**config.mk**
```make
export PLATFORM = sky130hd
export DESIGN_NAME = jtopll_wrctl
export DESIGN_NICKNAME = d
export VERILOG_FILES = /design/src/rtl/jtopll_wrctl.sv
export SDC_FILE = /design/constraint.sdc
export NUM_CORES = 1
export LEC_CHECK = 0
export BUFFER_PORTS_ARGS = -buffer_cell sky130_fd_sc_hd__clkbuf_2
export CAP_MARGIN = 20
export CORE_MARGIN = 5
export CORE_UTILIZATION = 50
export DETAILED_ROUTE_END_ITERATION = 10
export PLACE_DENSITY = 0.74
export SLEW_MARGIN = 20
export SYNTH_ARGS = -nofsm -noshare
export SYNTH_HDL_FRONTEND = slang
export SYNTH_SLANG_ARGS = --single-unit
```
**constraint.sdc**
```tcl
create_clock -name clk -period 2.6 [get_ports clk]
set_input_delay 0.39 -clock clk [delete_from_list [all_inputs] [get_ports clk]]
set_output_delay 0.39 -clock clk [all_outputs]
set_load 0.05 [all_outputs]
```
**src/rtl/jtopll_wrctl.sv**
```systemverilog
// OPLL CPU write front-end: latches address/data writes and schedules one-rotation update strobes.
// Optional rhythm register (0x0E) decode is enabled by defining JTOPLL_RHYTHM_EN.
module jtopll_wrctl #(
  parameter int SLOTS = 18
) (
  input  logic       rst,
  input  logic       clk,
  input  logic       cen,
  input  logic       zero,
  input  logic       cs_n,
  input  logic       wr_n,
  input  logic       addr,
  input  logic [7:0] din,
  output logic [7:0] dout_reg,
  output logic [1:0] sel_group,
  output logic [2:0] sel_sub,
  output logic       up_original,
  output logic       up_fnumlo,
  output logic       up_fnumhi,
  output logic       up_inst,
  output logic       up_rhythm,
  output logic       busy,
  output logic       overrun
);
  typedef enum logic [2:0] {K_ORIG, K_FLO, K_FHI, K_INST, K_RHY} kind_t;
  typedef enum logic [1:0] {IDLE, PEND, ACTIVE} state_t;
  typedef struct packed {
    kind_t       kind;
    logic [1:0]  group;
    logic [2:0]  sub;
    logic [7:0]  data;
  } rec_t;

  localparam logic [7:0] LAST_TICK = 8'(SLOTS - 1);

  state_t     state;
  rec_t       cur, pbuf, rec;
  logic       pbuf_full, wr_last, wr_act, wr_edge, rec_ok, valid, tick;
  logic [7:0] areg, tick_cnt;
  logic [4:0] up_q;
  logic [3:0] anib;

  assign wr_act  = ~cs_n & ~wr_n;
  assign wr_edge = wr_act & ~wr_last;
  assign tick    = cen & zero;
  assign anib    = areg[3:0];
  assign valid   = wr_edge & addr & rec_ok;

  function automatic logic [4:0] onehot(kind_t k);
    return 5'b1 << k;
  endfunction

  // Register number comes from the latched address, payload from the data bus.
  always_comb begin
    rec      = '0;
    rec_ok   = 1'b0;
    rec.data = din;
    if (areg[7:3] == 5'd0) begin
      rec_ok   = 1'b1;
      rec.kind = K_ORIG;
      rec.sub  = areg[2:0];
    end else if (areg[7:4] >= 4'd1 && areg[7:4] <= 4'd3 && anib <= 4'd8) begin
      rec_ok    = 1'b1;
      rec.kind  = kind_t'({1'b0, areg[5:4]});
      rec.group = 2'(anib / 4'd3);
      rec.sub   = 3'(anib % 4'd3);
    end
`ifdef JTOPLL_RHYTHM_EN
    else if (areg == 8'h0E) begin
      rec_ok   = 1'b1;
      rec.kind = K_RHY;
      rec.data = {2'b00, din[5:0]};
    end
`endif
  end

  always_ff @(posedge clk or posedge rst) begin
    if (rst) begin
      state     <= IDLE;
      cur       <= '0;
      pbuf      <= '0;
      pbuf_full <= 1'b0;
      wr_last   <= 1'b0;
      areg      <= '0;
      up_q      <= '0;
      overrun   <= 1'b0;
      tick_cnt  <= '0;
    end else begin
      wr_last  <= wr_act;
      if (wr_edge && !addr) areg <= din;
      tick_cnt <= tick ? 8'd0 : (cen ? tick_cnt + 8'd1 : tick_cnt);
      case (state)
        IDLE: if (valid) begin
          cur   <= rec;
          state <= PEND;
        end
        PEND: begin
          if (tick) begin
            state <= ACTIVE;
            up_q  <= onehot(cur.kind);
          end
          if (valid) begin
            pbuf      <= rec;
            pbuf_full <= 1'b1;
            if (pbuf_full) overrun <= 1'b1;
          end
        end
        ACTIVE: if (tick) begin
          // Buffer moves to the slot before a same-cycle write can land in it.
          if (pbuf_full) begin
            cur       <= pbuf;
            up_q      <= onehot(pbuf.kind);
            pbuf_full <= valid;
            if (valid) pbuf <= rec;
          end else begin
            up_q <= '0;
            if (valid) begin
              cur   <= rec;
              state <= PEND;
            end else begin
              state <= IDLE;
            end
          end
        end else if (valid) begin
          pbuf      <= rec;
          pbuf_full <= 1'b1;
          if (pbuf_full) overrun <= 1'b1;
        end
        default: state <= IDLE;
      endcase
    end
  end

  act_len: assert property (@(posedge clk) disable iff (rst)
    (tick && state == ACTIVE) |-> (tick_cnt == LAST_TICK));

  assign up_original = up_q[0];
  assign up_fnumlo   = up_q[1];
  assign up_fnumhi   = up_q[2];
  assign up_inst     = up_q[3];
  assign up_rhythm   = up_q[4];
  assign sel_group   = cur.group;
  assign sel_sub     = cur.sub;
  assign dout_reg    = cur.data;
  assign busy        = (state != IDLE);
endmodule

```
==> impl_metrics.env <==
export IMPL_fin_crit_sh=0.965
export IMPL_io_buffer_count=34
export IMPL_drive_gt1_frac=0.280
export IMPL_ctsHoldBuffers=0
export IMPL_r2r_start="areg[3]$_DFFE_PP0P_"
export IMPL_dp_slack_ns=0.0441
export IMPL_grt_max_degree=35
export IMPL_cts_buffer_depth=2
export IMPL_worst_path_largest_cell_delay_ns=0.38
export IMPL_synth_seq_cells=49
export IMPL_area_growth_pct=13.4
export IMPL_r2r_cells=13
export IMPL_nets=321
export IMPL_synthCells=266
export IMPL_power_per_cell_area_nw_per_um2=1060
export IMPL_start_kind="flip-flop"
export IMPL_cap_violations=0
export IMPL_grt_antenna_before_repair=0
export IMPL_yosys_warnings=0
export IMPL_route_detailed_drc=0
export IMPL_end_kind="flip-flop"
export IMPL_first_iter_violations=144
export IMPL_r2r_setup_slack_ns=0.09
export IMPL_static_leakage_power_nw=1.40
export IMPL_synth_ff_type="dfrtp_1"
export IMPL_slew_violations=0
export IMPL_synth_edf_count=0
export IMPL_crit_chain="nand2b_4, inv_2, ha_4, inv_2, ha_4, nand3b_1, o21ai_2, ha_2, o21bai_1, a311o_1, or2_1, mux2_4, a31oi_4"
export IMPL_seqCellArea_sq_um=1230
export IMPL_die_x_um=81.7
export IMPL_rows=26
export IMPL_vdd_ir_drop_max_v=0.000786
export IMPL_final_antenna_net_count=0
export IMPL_syn_avg_cell_area_sq_um=9.65
export IMPL_dieArea_sq_um=6670
export IMPL_hpwlAfterDp_um=4080
export IMPL_clockRootBuffer="clkbuf_8"
export IMPL_numCtsBuffers=5
export IMPL_hold_ws_ns=0.0233
export IMPL_worst_ep_required_time_ns=2.83
export IMPL_fin_crit_ns=2.51
export IMPL_synth_area_sq_um=2570
export IMPL_cts_sinks=49
export IMPL_ioPinCount=35
export IMPL_multi_input_area_sq_um=1210
export IMPL_largest_reg_flops=15
export IMPL_async_flop_share=1.00
export IMPL_place_inst=361
export IMPL_viasPerCell=5.42
export IMPL_ys_seq_area_frac=0.478
export IMPL_path_clk_slew_ns=0.09
export IMPL_n_antenna_cell=0
export IMPL_clk_insertion_delay_late_ns=0.30
export IMPL_wl_per_cell_um=14.6
export IMPL_cp_endpoint="pbuf[9]$_DFFE_PP0P_"
export IMPL_yosys_cell_types_count=53
export IMPL_grt_overflow=0
export IMPL_h_tree_depth=2
export IMPL_worstSetupStartpoint="areg[3]$_DFFE_PP0P_"
export IMPL_criticalPathCategory="flip-flop to flip-flop"
export IMPL_hold_class="input port to asynchronous set/reset pin"
export IMPL_setup_slack_ns=0.0912
export IMPL_status="finished, final reports clean"
export IMPL_rsz0062_at_grt="yes"
export IMPL_die_h_um=81.7
export IMPL_cp_arrival_ns=2.74
export IMPL_clock_skew_ns=0.00628
export IMPL_n_fill_cell=453
export IMPL_start_util=0.509
export IMPL_slew_headroom=0.563
export IMPL_r2r_end="pbuf[9]$_DFFE_PP0P_"
export IMPL_tightest_slew_ns=0.649
export IMPL_fmax_mhz=399
export IMPL_syn_nets=288
export IMPL_first_pass_iters=4
export IMPL_core_area_sq_um=5040
export IMPL_crit_fanout=4
export IMPL_hold_viol_final=0
export IMPL_cts_tree="built"
export IMPL_vias=2007
export IMPL_gr_usage_all_layers=0.181
export IMPL_grt_pass1_vias=2000
export IMPL_gp_congestion=0.884
export IMPL_setup_violations_final=0
export IMPL_drt_wl_total_um=5420
export IMPL_stdcell_count=370
export IMPL_grt_pass1_wl_um=9360
export IMPL_slowest_stage="dfrtp_1"
==> worst max-delay path: cells and delay by family (launching register included) <==
family	cells	cell delay [ns]
buffers and inverters	2	0.10
multiplexers	1	0.32
AND/OR/NAND/NOR	3	0.48
AO/OA/AOI/OAI	4	0.69
flip-flops	1	0.38
adder cells (fa/ha/maj)	3	0.46
==> power by group <==
part	leakage [nW]	internal, mW	switching (mW)	total [mW]
logic	0.724	0.483	0.982	1.46
registers	0.628	1.01	0.169	1.18
clock network	0.0439	0.186	0.259	0.446
total	1.40	1.68	1.41	3.09
==> what timing repair did <==
item                                    CTS  global route
buffers inserted                          0             1
endpoints found under the setup margin    0             5
resized for setup                         0            10
==> cells in the final DEF (no fill, tap or decap), types with 2 or more instances in the layout <==
cell,count
nand2_1,51
dfrtp_1,49
clkbuf_2,34
nor2_1,23
a21oi_1,13
buf_4,13
o22ai_1,10
mux2_2,8
inv_1,7
o21ai_1,6
o21ai_0,6
and2_1,5
clkbuf_8,5
nand2b_1,4
nor3_1,4
ha_1,4
nand3_1,3
a21o_1,3
inv_2,3
mux2_1,3
a22oi_1,3
o41ai_1,2
o21ai_2,2
and3b_1,2
a21oi_2,2
ha_4,2
clkinv_2,2
==> metal layers <==
| layer | wire [um] | GRT usage |
|---|---|---|
| met5 | 0 | 0 |
| met4 | 90 | 0.0714 |
| met2 | 2630 | 0.300 |
| met1 | 2400 | 0.230 |
| met3 | 292 | 0.0406 |
==> area by class of cell <==
type                    instances  share of cell area
clock buffers                   5              0.0236
clock inverters                 3             0.00602
inverters                      10              0.0129
multi-input cells             186               0.414
flip-flops and latches         49               0.421
well taps                      70              0.0301
repair buffers                 47              0.0920
==> per-stage QoR <==
step | TNS [ns] | instance area (sq um) | power (mW) | util
after floorplan | 0 | 2580 | 2.39 | -
after global placement | 0 | 2780 | 2.59 | 0.551
after detailed placement | 0 | 2780 | 2.62 | 0.551
after CTS | 0 | 2870 | 3.07 | 0.568
after global routing | -0.0175 | 2910 | 3.30 | 0.577
final | 0 | 2910 | 3.09 | 0.577
==> how the worst min path moves through the flow <==
stage,slack (ns),startpoint,cells past startpoint,endpoint
after CTS,0.03,rst,2,pbuf_full$_DFFE_PP0P_
final,0.02,rst,2,pbuf_full$_DFFE_PP0P_
after global placement,0.36,rst,2,dout_reg[5]$_DFFE_PP0P_
after floorplan,0.45,pbuf[0]$_DFFE_PP0P_,2,pbuf[0]$_DFFE_PP0P_
after global routing,0.05,rst,2,state[1]$_DFFE_PP0P_
after detailed placement,0.37,rst,2,dout_reg[5]$_DFFE_PP0P_
==> cell families after synthesis <==
family / count (synthesis) / synth area share
AOI/OAI and AO/OA: 62 / 0.166
and+or+nand+nor: 104 / 0.194
buffers and inverters: 31 / 0.0712
adders and majority gates: 7 / 0.0341
xor gates and xnor gates: 1 / 0.00341
DFF: 49 / 0.478
muxes: 12 / 0.0541
==> synthesized netlist by cell type, drive strengths merged, types with 2 or more instances <==
library cell,instances,area (sq um)
nand2,52,198
dfrtp,49,1230
nor2,23,86.3
buf,18,134
a21oi,15,78.8
o21ai,14,73.8
mux2,12,139
inv,10,37.5
o22ai,10,62.6
ha,7,87.6
and2,5,31.3
nand2b,5,31.3
nor3,5,30.0
a21o,3,22.5
a22oi,3,22.5
clkbuf,3,11.3
nand3,3,15.0
and3b,2,17.5
nand3b,2,18.8
nor3b,2,26.3
nor4,2,18.8
o41ai,2,17.5
Power figures use the tool's default switching activity.
